==> src/rtl/fir_coef_loader.sv <==
`default_nettype none
// ============================================================================
// Module   : fir_coef_loader
// Brief    : Paces host coefficient words into the FIR bank coefficient port,
//            spacing write strobes for the bank's write-address pipeline.
//            Build option: FIR_LOADER_AUTO_MUTE_EN mutes audio_en during loads.
// Revision : 1.0
// ============================================================================
module fir_coef_loader #(
  parameter int NUM_FILTERS = 4,
  parameter int WR_SPACING  = 4
) (
  input  logic        clk,
  input  logic        reset_n,
  input  logic        load_start,
  input  logic        load_abort,
  input  logic [5:0]  load_filter,
  input  logic [8:0]  load_count,
  input  logic        audio_en_req,
  input  logic        coef_valid,
  input  logic [15:0] coef_data,
  output logic        coef_ready,
  output logic        busy,
  output logic        load_done,
  output logic        load_err,
  output logic        audio_en,
  output logic        coef_addr_rst,
  output logic        coefficient_wr_en,
  output logic [5:0]  coef_select,
  output logic [7:0]  coef_wr_msb_data,
  output logic [7:0]  coef_wr_lsb_data,
  output logic [7:0]  coefs_per_tap_lsb,
  output logic        coefs_per_tap_msb
);

  localparam int               GAP_W    = $clog2(WR_SPACING + 1);
  localparam logic [GAP_W-1:0] GAP_LOAD = GAP_W'(WR_SPACING);
  localparam logic [GAP_W-1:0] GAP_LAST = GAP_W'(1);

  typedef enum logic [2:0] {
    S_IDLE      = 3'd0,
    S_ADDR_RST  = 3'd1,
    S_WAIT_WORD = 3'd2,
    S_GAP       = 3'd3,
    S_DONE      = 3'd4
  } state_t;

  state_t           state_q, state_d;
  logic [8:0]       remaining_q, remaining_d;
  logic [GAP_W-1:0] gap_q, gap_d;
  logic [5:0]       select_q, select_d;
  logic [8:0]       per_tap_q, per_tap_d;
  logic [7:0]       msb_q, msb_d;
  logic [7:0]       lsb_q, lsb_d;
  logic             wr_en_q, wr_en_d;
  logic             addr_rst_q, addr_rst_d;
  logic             done_q, done_d;
  logic             err_q, err_d;
  logic             busy_q, busy_d;
  logic             audio_q, audio_d;

  logic             w_cmd_bad;

  assign w_cmd_bad = ({26'd0, load_filter} >= 32'(NUM_FILTERS)) || (load_count == 9'd0);

  always_comb begin
    state_d     = state_q;
    remaining_d = remaining_q;
    gap_d       = gap_q;
    select_d    = select_q;
    per_tap_d   = per_tap_q;
    msb_d       = msb_q;
    lsb_d       = lsb_q;
    wr_en_d     = 1'b0;
    addr_rst_d  = 1'b0;
    done_d      = 1'b0;
    err_d       = 1'b0;

    case (state_q)
      S_IDLE: begin
        if (load_start) begin
          if (w_cmd_bad) begin
            err_d = 1'b1;
          end else begin
            select_d    = load_filter;
            per_tap_d   = load_count;
            remaining_d = load_count;
            addr_rst_d  = 1'b1;
            state_d     = S_ADDR_RST;
          end
        end
      end
      S_ADDR_RST: begin
        state_d = S_WAIT_WORD;
      end
      S_WAIT_WORD: begin
        if (coef_valid) begin
          msb_d       = coef_data[15:8];
          lsb_d       = coef_data[7:0];
          wr_en_d     = 1'b1;
          remaining_d = remaining_q - 9'd1;
          gap_d       = GAP_LOAD;
          state_d     = S_GAP;
        end
      end
      S_GAP: begin
        gap_d = gap_q - GAP_LAST;
        if (gap_q <= GAP_LAST) begin
          state_d = (remaining_q != 9'd0) ? S_WAIT_WORD : S_DONE;
        end
      end
      S_DONE: begin
        done_d  = 1'b1;
        state_d = S_IDLE;
      end
      default: begin
        state_d = S_IDLE;
      end
    endcase

    // Abort outranks any handshake or completion decided above.
    if (state_q != S_IDLE) begin
      if (load_start) begin
        err_d = 1'b1;
      end
      if (load_abort) begin
        state_d     = S_IDLE;
        remaining_d = remaining_q;
        msb_d       = msb_q;
        lsb_d       = lsb_q;
        wr_en_d     = 1'b0;
        addr_rst_d  = 1'b0;
        done_d      = 1'b0;
      end
    end

    busy_d = (state_d != S_IDLE);
  end

  always_comb begin
`ifdef FIR_LOADER_AUTO_MUTE_EN
    // Mute also covers the load_done cycle so audio restarts one cycle after it.
    audio_d = audio_en_req && !busy_d && !done_d;
`else
    audio_d = audio_en_req;
`endif
  end

  always_ff @(posedge clk or negedge reset_n) begin
    if (!reset_n) begin
      state_q     <= S_IDLE;
      remaining_q <= 9'd0;
      gap_q       <= '0;
      select_q    <= 6'd0;
      per_tap_q   <= 9'd0;
      msb_q       <= 8'd0;
      lsb_q       <= 8'd0;
      wr_en_q     <= 1'b0;
      addr_rst_q  <= 1'b0;
      done_q      <= 1'b0;
      err_q       <= 1'b0;
      busy_q      <= 1'b0;
      audio_q     <= 1'b0;
    end else begin
      state_q     <= state_d;
      remaining_q <= remaining_d;
      gap_q       <= gap_d;
      select_q    <= select_d;
      per_tap_q   <= per_tap_d;
      msb_q       <= msb_d;
      lsb_q       <= lsb_d;
      wr_en_q     <= wr_en_d;
      addr_rst_q  <= addr_rst_d;
      done_q      <= done_d;
      err_q       <= err_d;
      busy_q      <= busy_d;
      audio_q     <= audio_d;
    end
  end

  assign coef_ready        = (state_q == S_WAIT_WORD);
  assign busy              = busy_q;
  assign load_done         = done_q;
  assign load_err          = err_q;
  assign audio_en          = audio_q;
  assign coef_addr_rst     = addr_rst_q;
  assign coefficient_wr_en = wr_en_q;
  assign coef_select       = select_q;
  assign coef_wr_msb_data  = msb_q;
  assign coef_wr_lsb_data  = lsb_q;
  assign coefs_per_tap_lsb = per_tap_q[7:0];
  assign coefs_per_tap_msb = per_tap_q[8];

endmodule
`default_nettype wire

==> config.mk <==
export PLATFORM = sky130hd
export DESIGN_NAME = fir_coef_loader
export DESIGN_NICKNAME = d
export VERILOG_FILES = /design/src/rtl/fir_coef_loader.sv
export SDC_FILE = /design/constraint.sdc
export NUM_CORES = 1
export LEC_CHECK = 0
export ABC_CLOCK_PERIOD_IN_PS = 2150
export BUFFER_PORTS_ARGS = -buffer_cell sky130_fd_sc_hd__buf_2
export CAP_MARGIN = 25
export CORE_AREA = 2 2 71 73
export CTS_BUF_LIST = sky130_fd_sc_hd__clkbuf_4
export CTS_CLUSTER_SIZE = 30
export DETAILED_ROUTE_END_ITERATION = 6
export DIE_AREA = 0 0 73 75
export PLACE_DENSITY_LB_ADDON = 0.15
export SLEW_MARGIN = 10
export SYNTH_ARGS = -nofsm -noshare
export SYNTH_HDL_FRONTEND = slang
export SYNTH_SLANG_ARGS = --single-unit
==> constraint.sdc <==
create_clock -name clk -period 2.15 [get_ports clk]
set_input_delay 0.1075 -clock clk [delete_from_list [all_inputs] [get_ports clk]]
set_output_delay 0.1075 -clock clk [all_outputs]
set_load 0.005 [all_outputs]
==> summary.txt <==
status -> complete, no violations
top post-synthesis cells by area -> dfrtp_1, mux2_2, a21oi_1
clk buf depth -> 2
Pleak -> 0.001528 uW
R2R cell count -> 5
CTS resizes -> 0
DPL Wire Length -> 3.653 mm
Period minus WS final -> 1.964 ns
Pre-antenna DRT Iters -> 5
final hold viol count -> 0
Post-Syn Area -> 0.002359 mm2
count leader, synth -> dfrtp_1
period utilization -> 0.9137
ANT nets after route -> 0
hold depth -> 2
first-pass GRT wire length -> 8.825 mm
CTS Hold Bufs -> 26
detailed-route via count -> 1,826
CTS tree -> built
Final Cell Area -> 0.003090 mm2
Power Density -> 811.4 mW/mm2
Levels on crit path -> 6
synthesized netlist cell count -> 194
setup tns final -> 0 ns
Initial Util -> 0.5060
site row count -> 25
Setup crit end kind -> flip-flop
Worst Max-Slew Pin Slew -> 0.5266 ns
crit path cell chain -> dlygate4sd3_1 -> buf_2 -> nor4_1 -> a31oi_1 -> nand2_2 -> mux2_2
combinational power share -> 0.281
final setup fails -> 0
Post-synth EDFFs -> 0
worst min path class -> in2reg
Clock Sink Count -> 52
PortBufs -> 74
final core occ -> 0.6631
buffer and inverter count on the worst path -> 2
Critical Path AT -> 2.22 ns
top-area cell type share of the netlist area -> 0.5517
crit-path max FO -> 18
Worst-Skew Late Latency -> 0.35 ns
Max Cap Viol -> 0
Sw Share -> 0.3097
post-synth cell types -> 46
Final #Nets -> 340
clk_skew -> 0.004581 ns
share of layout cells above drive strength 1 -> 0.4200
RR Endpoint -> coef_select[0]
Max Slew Vio Count -> 0
maximum number of pins on one net before global-route repair -> 27
total placed instance area -> 0.002774 mm2
crit path kind -> in2reg
Die X -> 73 um
antenna violations before repair -> 0
register area share after synthesis -> 0.5517
asr flop ratio synth -> 1.000
DR iter-0 viols -> 105
Post-synth top flop -> dfrtp_1
synth cell count leaders -> dfrtp_1, mux2_2, a21oi_1, nand2_1
CP Launch Type -> input port
Core Box Area -> 0.004661 mm2
GR Overflow Total -> 0
fin cells -> 354
Synth area leader -> dfrtp_1
total track usage -> 0.2126
io pins -> 75
detailed-route wire length -> 5.215 mm
Net Switching -> 776.6 uW
delay-heaviest family, CP -> simple AND/OR/NAND/NOR gates
Largest stage delay, worst path -> 0.53 ns
Residual DRC -> 0
critical path required time -> 2.41 ns
reg-to-reg setup timing slack -> 0.31 ns
FMAX -> 509.0 MHz
vias in the first global route -> 1,843
synthesis-to-finish area growth -> 31.03%
WHS Endpoint -> per_tap_q[7]
yosys synthesis warning count -> 0
H-tree Lvls -> 2
CTS Buf Count -> 5
slew margin rel. -> 0.6490
wire length per cell -> 14.73 um
DP Cell Count -> 320
number of synthesized register bits -> 52
Clock Power Share -> 0.171
share of total power in sequential cells -> 0.548
Die ar. -> 0.005475 mm2
Post CTS Setup Buffer Count -> 0
Worst-path clk slew -> 0.14 ns
HP Start -> load_count[7]
post-synthesis net count -> 235
Internal -> 1731 uW
gpl congestion -> 0.8313
unrepaired setup endpoints after global routing -> false
Hold Slack -> 0.02814 ns
DIE HEIGHT -> 75 um
Mean Syn Cell Area -> 12.16 um2
worst r2r src -> state_q[0]
Root Buffer -> clkbuf_4
Worst path slowest cell -> dlygate4sd3_1
ANT cells -> 0
Max rail drop VDD -> 452.5 uV
Via density -> 5.158
layout by cell type, fill, tap and decap left out, types with 2 or more instances in the layout:
cell type	count
dlygate4sd3_1	26
o21ai_0	6
mux2_2	24
nor2_1	6
nand2_1	15
buf_4	6
nor4_1	2
nor2b_1	2
ha_1	4
a21oi_2	2
a21oi_1	15
o21ai_2	2
nand3_1	6
mux2_4	3
nand2b_1	3
and2b_1	2
o22ai_1	5
dfrtp_1	52
and2_1	4
inv_1	5
buf_2	74
nor3_1	4
clkbuf_4	6
worst max path at each step:
| stage | slack [ns] | to | start |
|---|---|---|---|
| 6_report | 0.19 | per_tap_q[3] | load_count[3] |
| 5_1_grt | 0.09 | per_tap_q[6] | load_count[3] |
| 4_1_cts | 0.22 | per_tap_q[6] | load_count[3] |
| 3_5_place_dp | 0.35 | coef_select[0] | state_q[0] |
| 3_3_place_gp | 0.41 | per_tap_q[7] | state_q[0] |
| 2_1_floorplan | 0.50 | coef_wr_lsb_data[0] | state_q[2] |
kinds of logic (layout without fill, tap and decap cells):
family / Yosys count / in the layout / synth area share
multiplexers: 28 / 28 / 0.1379
flip-flops: 52 / 52 / 0.5517
adder cells (fa/ha/maj): 4 / 4 / 0.02122
buffers and inverters: 13 / 119 / 0.03660
AND/OR/NAND/NOR: 57 / 57 / 0.1443
AO/OA/AOI/OAI: 40 / 40 / 0.1082
registers in the layout, summed over array words and instances (netlist names), 3 cells and up:
name and flops:
coef_wr_msb_data 8, remaining_q 9, coef_wr_lsb_data 8, coef_select 6
gap_q 3, per_tap_q 9, state_q 3
through the flow:
| stage | total power (uW) | setup slack (ns) |
|---|---|---|
| floorplan | 1766 | 0.4958 |
| global placement | 2043 | 0.4135 |
| detailed placement | 2065 | 0.3488 |
| CTS | 2529 | 0.2156 |
| global route | 2690 | 0.09364 |
| finish | 2508 | 0.1855 |
area by class of cell:
class                   instances  area, um2
fillers                       389       1570
clock inverters                 2      11.26
clock buffers                   6      45.04
multi-input cells             129      970.9
repair buffers                106      675.6
flip-flops and latches         52       1301
well taps                      54      67.56
inverters                       5      18.77
worst register-to-register path, delay by kind of cell, from the launching register on:
kind               cells  cell delay (ns)
and+or+nand+nor        3             0.63
muxes                  1             0.39
AOI/OAI and AO/OA      1             0.22
DFF                    1             0.51
layer usage:
layer,GRT usage,part of all wire
met1,0.2813,0.45
met2,0.3654,0.51
met3,0.03614,0.036
met4,0.05556,0.0044
met5,0,0
power groups by stage:
stage	clock, uW	combinational (uW)	sequential [uW]
after floorplan	0	389	1380
after global placement	0	658	1380
after detailed placement	0	675	1390
after CTS	448	710	1370
after global routing	480	802	1410
final	429	705	1370
Note: power is estimated with default switching activity, not from simulation.
